File: src/rtl/level_event_capture.sv
// level_event_capture
//   Destination-domain consumer of an already-synchronized level. The level
//   is debounced, each qualified edge produces a one-cycle rise/fall pulse,
//   and every edge is logged as {edge, timestamp} into a small
//   first-word-fall-through FIFO. A downstream controller drains the FIFO
//   over a valid/ready handshake. A sticky flag records dropped events.
//
// Ports
//   clk_dest        in   destination-domain clock
//   rst_dest        in   synchronous, active-high reset
//   sig_level_dest  in   synchronized input level
//   level_filt      out  debounced level
//   rise_pulse      out  one-cycle pulse on filtered 0->1
//   fall_pulse      out  one-cycle pulse on filtered 1->0
//   evt_valid       out  FIFO non-empty
//   evt_ready       in   consumer accepts the head entry
//   evt_edge        out  head entry edge type (1 = rise, 0 = fall)
//   evt_ts          out  head entry timestamp
//   evt_count       out  FIFO occupancy
//   evt_overflow    out  sticky: an event was dropped on a full FIFO
//   clr_overflow    in   clears evt_overflow (a same-cycle drop wins)
module level_event_capture #(
    parameter int FILTER_CYCLES = 4,
    parameter int TS_WIDTH      = 16,
    parameter int FIFO_DEPTH    = 4
) (
    input  logic                          clk_dest,
    input  logic                          rst_dest,
    input  logic                          sig_level_dest,
    output logic                          level_filt,
    output logic                          rise_pulse,
    output logic                          fall_pulse,
    output logic                          evt_valid,
    input  logic                          evt_ready,
    output logic                          evt_edge,
    output logic [TS_WIDTH-1:0]           evt_ts,
    output logic [$clog2(FIFO_DEPTH):0]   evt_count,
    output logic                          evt_overflow,
    input  logic                          clr_overflow
);

    localparam int CW = (FILTER_CYCLES > 1) ? $clog2(FILTER_CYCLES) : 1;
    localparam int AW = $clog2(FIFO_DEPTH);
    localparam int EW = TS_WIDTH + 1;
    localparam logic [CW-1:0] CNT_LAST = CW'(FILTER_CYCLES - 1);
    localparam logic [AW:0]   DEPTH_C  = (AW + 1)'(FIFO_DEPTH);

    logic                level_q, level_d;
    logic [CW-1:0]       cnt_q, cnt_d;
    logic                rise_q, fall_q;
    logic [TS_WIDTH-1:0] ts_q;
    logic [EW-1:0]       mem_q [FIFO_DEPTH];
    logic [AW-1:0]       wr_q, wr_d;
    logic [AW-1:0]       rd_q, rd_d;
    logic [AW:0]         count_q, count_d;
    logic [EW-1:0]       head_q, head_d;
    logic                ovf_q, ovf_d;

    logic                update;
    logic [EW-1:0]       new_entry;
    logic                full;
    logic                pop;
    logic                drop;
    logic                push_ok;
    logic [AW:0]         remaining;

    // Debounce: the input must disagree with the filtered level for
    // FILTER_CYCLES consecutive edges; any agreeing cycle restarts the count.
    always_comb begin
        cnt_d   = '0;
        level_d = level_q;
        update  = 1'b0;
        if (sig_level_dest != level_q) begin
            if (cnt_q == CNT_LAST) begin
                update  = 1'b1;
                level_d = sig_level_dest;
            end else begin
                cnt_d = cnt_q + 1'b1;
            end
        end
    end

    // Event FIFO control. A full FIFO still accepts a push when the head is
    // popped in the same cycle, because the freed slot is the one written.
    always_comb begin
        new_entry = {sig_level_dest, ts_q};
        full      = (count_q == DEPTH_C);
        pop       = (count_q != '0) && evt_ready;
        drop      = update && full && !pop;
        push_ok   = update && !drop;
        count_d   = count_q + (AW + 1)'(push_ok) - (AW + 1)'(pop);
        rd_d      = rd_q + AW'(pop);
        wr_d      = wr_q + AW'(push_ok);
        remaining = count_q - (AW + 1)'(pop);
        ovf_d     = drop | (ovf_q & ~clr_overflow);

        // Registered head: next head is either the surviving oldest entry or,
        // when nothing older survives, the entry being pushed. When the FIFO
        // goes empty the last head is kept.
        head_d = head_q;
        if (count_d != '0) begin
            if (remaining == '0) begin
                head_d = new_entry;
            end else begin
                head_d = mem_q[rd_d];
            end
        end
    end

    always_ff @(posedge clk_dest) begin
        if (rst_dest) begin
            level_q <= 1'b0;
            cnt_q   <= '0;
            rise_q  <= 1'b0;
            fall_q  <= 1'b0;
            ts_q    <= '0;
            wr_q    <= '0;
            rd_q    <= '0;
            count_q <= '0;
            head_q  <= '0;
            ovf_q   <= 1'b0;
            for (int i = 0; i < FIFO_DEPTH; i++) begin
                mem_q[i] <= '0;
            end
        end else begin
            level_q <= level_d;
            cnt_q   <= cnt_d;
            rise_q  <= update & sig_level_dest;
            fall_q  <= update & ~sig_level_dest;
            ts_q    <= ts_q + 1'b1;
            wr_q    <= wr_d;
            rd_q    <= rd_d;
            count_q <= count_d;
            head_q  <= head_d;
            ovf_q   <= ovf_d;
            if (push_ok) begin
                mem_q[wr_q] <= new_entry;
            end
        end
    end

    assign level_filt   = level_q;
    assign rise_pulse   = rise_q;
    assign fall_pulse   = fall_q;
    assign evt_valid    = (count_q != '0);
    assign evt_edge     = head_q[EW-1];
    assign evt_ts       = head_q[TS_WIDTH-1:0];
    assign evt_count    = count_q;
    assign evt_overflow = ovf_q;

endmodule

File: config.mk
export PLATFORM = sky130hd
export DESIGN_NAME = level_event_capture
export DESIGN_NICKNAME = d
export VERILOG_FILES = /design/src/rtl/level_event_capture.sv
export SDC_FILE = /design/constraint.sdc
export NUM_CORES = 1
export LEC_CHECK = 0
export ABC_CLOCK_PERIOD_IN_PS = 2600
export BUFFER_PORTS_ARGS = -buffer_cell sky130_fd_sc_hd__buf_2
export CORE_ASPECT_RATIO = 1.75
export CORE_MARGIN = 1
export CORE_UTILIZATION = 54
export CTS_BUF_LIST = sky130_fd_sc_hd__clkbuf_8 sky130_fd_sc_hd__clkbuf_16
export DETAILED_ROUTE_END_ITERATION = 10
export PLACE_DENSITY = 0.83
export SYNTH_ARGS = -nofsm -noshare
export SYNTH_HDL_FRONTEND = slang
export SYNTH_SLANG_ARGS = --single-unit
export TNS_END_PERCENT = 30
File: constraint.sdc
create_clock -name clk_dest -period 2.6 [get_ports clk_dest]
set_input_delay 0.26 -clock clk_dest [delete_from_list [all_inputs] [get_ports clk_dest]]
set_output_delay 0.26 -clock clk_dest [all_outputs]
set_load 0.03 [all_outputs]
Yosys cells after proc, flatten, opt, wreduce, memory -nomap -nowiden
Memories as Yosys holds them, arrays and structs flattened. Index checks and enable logic that the tools add are counted.

Bits in writable memories: 68. Latch bits: 0. Output and inout port bits: 25. Flip-flop bits (word level): 46. Bits in read-only memories: 0. Input port bits: 5. Memories kept: 1.

Memories: mem_q (words 4, bits a word 17, rd ports 1, clocked after Yosys merged registers in 0, wr ports 4, line 52) `logic [EW-1:0] mem_q [FIFO_DEPTH];`.

Add/sub/neg operators: 7. Equal/unequal tests: 3. Shift-type cells: 0. Multipliers: 0. Bitwise logic cells: 7. $lt $le $gt $ge: 0. Divide/modulo/power cells: 0. Reductions and logical operators: 12. Mux-type cells: 11.

Operators by type and width (number): 17-bit two-way mux (2); 17-bit OR reduction (1); 16-bit by 1-bit adder with 16-bit output, second input constant (1); 1-bit two-way mux (8); 3-bit nonzero test (2); 3-bit by 1-bit subtractor with 3-bit output (2); 2-bit by 1-bit adder with 2-bit output (2); 1-bit logical AND (4); 3-bit by 1-bit adder with 3-bit output (1); 1-bit AND (3); 3-bit equality test, second input constant (1); 3-bit logical NOT (1); 1-bit inverter (3); 3-bit OR reduction (1); 2-bit by 1-bit adder with 2-bit output, second input constant (1); 2-bit equality test, second input constant (1); 1-bit logical NOT (2); 2-bit two-way mux (1); 2-bit AND reduction (1); 1-bit inequality test (1); 1-bit OR (1).

Depth between registers and ports, before layout
Depth after elaboration: 12. Depth in mapped cells: 13. Mapped depth without buffers: 10.

Least setup slack after synthesis
No wires, ideal clock.

Kind: flip-flop to flip-flop. Start point: register count_q[2], in the netlist evt_count[2]. End point: register head_q[3]. Stages on the path, launching flop included: 13. Library setup time: 147 ps. Data arrival time: 2917 ps. Path buffers: 2. Path slack: -464 ps. Clock period less this slack: 3064 ps. Required time: 2453 ps. Path through: dfxtp_1 > or3_1 > and2_1 > nand2_1 > o21ai_0 > ha_1 > fa_1 > xnor3_1 > or3_1 > buf_6 > buf_2 > nor2_1 > a311oi_2.

Cells in the longest elaborated chain, start to end: 9.

RTL lines: from (decl) (line 55) `logic [AW:0] count_q, count_d;`; from (signal assigned) (line 133) `count_q <= count_d;`; 3-bit nonzero test *; named net evt_valid (line 33) `output logic evt_valid,`; 1-bit logical AND * (line 88) `pop = (count_q != '0) && evt_ready;`; 1-bit logical NOT (line 89) `drop = update && full && !pop;`; 1-bit logical AND (line 89); 1-bit logical NOT (line 90) `push_ok = update && !drop;`; 1-bit logical AND (line 90); 3-bit by 1-bit adder with 3-bit output (line 91) `count_d = count_q + (AW + 1)'(push_ok) - (AW + 1)'(pop);`; 3-bit by 1-bit subtractor with 3-bit output (line 91); 3-bit nonzero test (line 101) `if (count_d != '0) begin`; to (signal assigned) (line 120) `head_q <= '0;`; to (signal assigned) (line 134) `head_q <= head_d;`; to (decl) (line 56) `logic [EW-1:0] head_q, head_d;`.

Mark *: on every way through the listed nets, which the timed path passes. The rest lies on a longest branch. A chain may end at the register's enable or synchronous reset.

Worst setup path after layout
Start point: register count_q[0], in the netlist evt_count[0]. End point: register head_q[1].

Cells in the longest elaborated chain, start to end: 9.

RTL lines (line): 3-bit nonzero test (88); 1-bit logical AND (88); 1-bit logical NOT (89); 1-bit logical AND (89); 1-bit logical NOT (90); 1-bit logical AND (90); 3-bit by 1-bit adder with 3-bit output (91); 3-bit by 1-bit subtractor with 3-bit output (91); 3-bit nonzero test (101).

Parallel ways exist; a longest one is shown, timed or not.

==> results.md <==
* Data arrival at the endpoint of the critical path at around 3.0 ns
* Endpoint, Worst Hold: wr_q[0]
* Number of levels in the clock H-tree at 4
* Share of cells above drive strength 1 at 29.3%
* Worst supply voltage drop on vdd at approximately 1000 µV
* Setup repair after global routing missed its margin: yes
* Gate power share at 40.9%
* Sum of overflow across all layers after global routing at 0
* Number of vias after detailed routing at ~3500
* Violations in the final reports: setup timing
* Maximum number of pins on one net before global-route repair at 35
* Final critical-path share of the clock period at 103%
* Result of the run: finished, violations left
* Met1 Resource Use GR at a little over a quarter
* Switching power of the nets at about 2.5 mW
* Number of nets with antenna violations after routing at 0
* Number of hold violations in the final report at 0
* Standby leakage power at between 2 and 2.5 nW
* Post-Route Utilization at between 60 and 70%
* Internal power at between 4 and 5 mW
* Required time reported for the critical path endpoint at 2.91 ns
* Total of fill cells in the finished design at 623
* Worst reg2reg path depth at 10
* Fin area at approximately 6000 µm²
* Slew Viols, Final at 0
* EDFF count, synth at between 60 and 70
* GR Util All Layers at around a quarter
* Number of maximum-capacitance violations at 0
* Clock Sinks at between 100 and 150
* Inserted Clock Buffers at 17
* RD Place Congestion at around 0.8
* Clk pwr share at roughly 29%
* Ports placed on the boundary at 30
* Fraction of the yosys area taken by sequential cells at about 60%
* Antenna violations before repair at 0
* Unique masters post-synth at 36
* Setup Viol. Count Final at 17
* Worst setup slack for register-to-register paths at -0.08 ns
* Dominant register cell in the synthesized netlist: sky130_fd_sc_hd__edfxtp_1
* Syn-to-layout area delta at 20.8%
* Reg2reg end: head_q[1]
* Post-synthesis area per instance at approximately 12 µm²
* Hold buffer count at CTS at 0
* Post-synthesis register bit count at 114
* Cell depth of the worst min-delay path at 2
* Worst skew pair latency at about 0.4 ns
* Cell Area, Synth at 4990 µm²
* Part of the power in registers at 30.2%
* Final total power at 7.27 mW
* Width of the chip at between 70 and 80 µm
* Least-Margin Pin Slew at 0.790 ns
* Worst-path maximum fanout at 17
* Power per cell area at roughly 1200 nW/µm²
* Total cell area at the placement stage at between 5000 and 6000 µm²
* Met2 usage in global routing at between 40 and 50%
* Headroom to the max-slew limit at 47.3%
* Cell count after synthesis at roughly 420
* Type of the worst min-delay path: in2reg
* Met3 track demand over resource in global routing at under 10%
* Type of the setup path with the least slack: reg2reg
* Setup skew after layout at ~0.006 ns
* Port buffer count at 29
* Kind of end point of the critical path: flip-flop
* Average wire per standard cell at ~18 µm
* Worst Setup Start Kind: flip-flop
* Diodes inserted at 0
* Number of detailed-routing iterations run before antenna repair at 4
* Switching part of the total at 34.1%
* HPWL after detailed placement at between 6000 and 7000 µm
* CTS tree: yes
* Yosys synthesis warning count at 0
* Fraction of registers with async set/reset at 0%
* Worst-case clock buffer depth at 2
* Setup repair bufs after CTS at 0
* Nets in the synthesized netlist at between 400 and 500
* Core area at approximately 9000 µm²
* Clock transition at the register clock pins on the worst setup and hold paths after CTS at approximately 0.05 ns
* Die outline height at between 100 and 150 µm
* Final worst path period need at 2.68 ns
* Wire length of the first global-routing pass at between 15000 and 20000 µm
* Vias per Instance at roughly 5.7
* Number of nets at the end of the flow at ~480
* Final wirelength at ~11000 µm
* Post-layout worst setup margin at -0.0767 ns
* Violation count after the first detailed-routing iteration at around 220
* Global route hottest layer: met2
* Starting density of the core at between 50% and 60%
* Cell chosen for the clock root: sky130_fd_sc_hd__clkbuf_16
* Worst setup timing slack at the placement stage at -0.189 ns
* Std-Cell Rows at 46
* Overall die area at just under 10000 µm²
* Vias in the first global route at approximately 3600
* Timing-limited maximum frequency at roughly 0.37 GHz
* Startpoint of the worst register-to-register path: evt_count[0]
* Hold Crit Start: rst_dest
* DRC viols at 0
## power by group through the flow
| stage | Clock [mW] | Combinational, mW | Sequential (mW) |
|---|---|---|---|
| floorplan | 0 | 2.02 | 2.42 |
| global placement | 0 | 2.62 | 2.22 |
| detailed placement | 0 | 2.72 | 2.22 |
| CTS | 2.10 | 2.97 | 2.20 |
| global route | 2.17 | 3.17 | 2.22 |
| finish | 2.10 | 2.98 | 2.20 |
## synthesized netlist by cell type (5+ instances only)
library cell               number  area share, %
sky130_fd_sc_hd__nor2b_1        6           0.75
sky130_fd_sc_hd__nor2_1       101            7.6
sky130_fd_sc_hd__or3_1          7           0.88
sky130_fd_sc_hd__dfxtp_1       46             18
sky130_fd_sc_hd__nor4_1         5           0.63
sky130_fd_sc_hd__edfxtp_1      68             41
sky130_fd_sc_hd__buf_2         10            1.0
sky130_fd_sc_hd__ha_1           5            1.3
sky130_fd_sc_hd__xnor2_1        5           0.88
sky130_fd_sc_hd__xor2_1         5           0.88
sky130_fd_sc_hd__clkbuf_1      12           0.90
sky130_fd_sc_hd__a311oi_2      17            5.1
sky130_fd_sc_hd__nand2_1       46            3.5
sky130_fd_sc_hd__nand3_1        5           0.50
sky130_fd_sc_hd__inv_1          7           0.53
sky130_fd_sc_hd__nand2b_1      19            2.4
sky130_fd_sc_hd__o21ai_0       11            1.1
sky130_fd_sc_hd__mux4_2        17            7.7
## sequential cells by signal (all words and copies together), names as in the netlist, 2 cells and up
signal and flops:
head_q 17, wr_q 2, rd_q 2, cnt_q 2, mem_q 68, evt_count 3
ts_q 16
## layout make-up
type / instances / area, µm² / area share (%)
Clock buffer: 17 / 425 / 7.06
Timing Repair Buffer: 56 / 405 / 6.72
Clock inverter: 14 / 108 / 1.78
Inverter: 7 / 26.3 / 0.436
Tap cell: 120 / 150 / 2.49
Sequential cell: 114 / 2970 / 49.3
Multi-Input combinational cell: 274 / 1940 / 32.2
## worst max-delay path by stage
stage          slack [ns]         end  depth (start not counted)    startpoint
4_1_cts             -0.07   head_q[1]                         10  evt_count[0]
6_report            -0.08   head_q[1]                         10  evt_count[0]
2_1_floorplan       -0.14  head_q[15]                         11  evt_count[0]
5_1_grt             -0.12  head_q[15]                         10  evt_count[0]
3_3_place_gp        -0.08  head_q[15]                         10  evt_count[0]
3_5_place_dp        -0.19   head_q[1]                         11  evt_count[0]
## critical path, cell delays in order, from the launching register on
cell and delay [ns]:
sky130_fd_sc_hd__dfxtp_4 0.36, sky130_fd_sc_hd__or3_4 0.39, sky130_fd_sc_hd__and2_4 0.17, sky130_fd_sc_hd__nand2_4 0.06
sky130_fd_sc_hd__o21ai_2 0.05, sky130_fd_sc_hd__ha_2 0.17, sky130_fd_sc_hd__fa_2 0.33, sky130_fd_sc_hd__xnor3_1 0.23
sky130_fd_sc_hd__or3_4 0.41, sky130_fd_sc_hd__buf_12 0.18, sky130_fd_sc_hd__a311oi_2 0.22
## timing repair
| item | in CTS | in global routing |
|---|---|---|
| cloned | 1 | 0 |
| resized for setup | 5 | 2 |
| setup endpoints to repair | 17 | 17 |
| pin swaps | 1 | 0 |
## metal layers
metal,vias up,share of wire (%)
met1,1723,37
li1,1589,-
met3,21,5.7
met4,0,2.1
met5,-,0
met2,127,56
## logic make-up after synthesis
logic type | Yosys count | share of synthesized area [%]
compound gates | 34 | 6.95
mux | 18 | 7.87
buf+inv | 33 | 3.34
fa+ha+maj | 6 | 1.65
simple gates | 205 | 18.6
xor+xnor | 11 | 2.21
flops | 114 | 59.4
## placed cells by master, fill, tap and decap left out, drive strengths merged, types with 3 or more instances in the layout
cell type,Yosys,layout
a311oi,17,17
o21ai,11,11
mux4,17,17
ha,5,5
nor2,101,101
nand4,3,3
buf,14,56
xor2,5,5
edfxtp,68,68
nand2,46,46
nor3,4,4
nor2b,6,6
xnor2,5,5
a21oi,4,4
nand2b,19,19
nor4,5,5
inv,7,11
clkbuf,12,17
nand3,5,5
clkinv,0,8
or3,7,7
dfxtp,46,46
## metrics by stage
step | TNS [ns] | std cells | hold WS (ns)
floorplan | -2.04 | 421 | 0.336
CTS | -0.751 | 602 | 0.133
global route | -1.73 | 602 | 0.156
finish | -0.893 | 602 | 0.148
detailed placement | -2.72 | 570 | 0.438
global placement | -1.04 | 570 | 0.412
No activity file was read; power rests on OpenSTA's default activity.
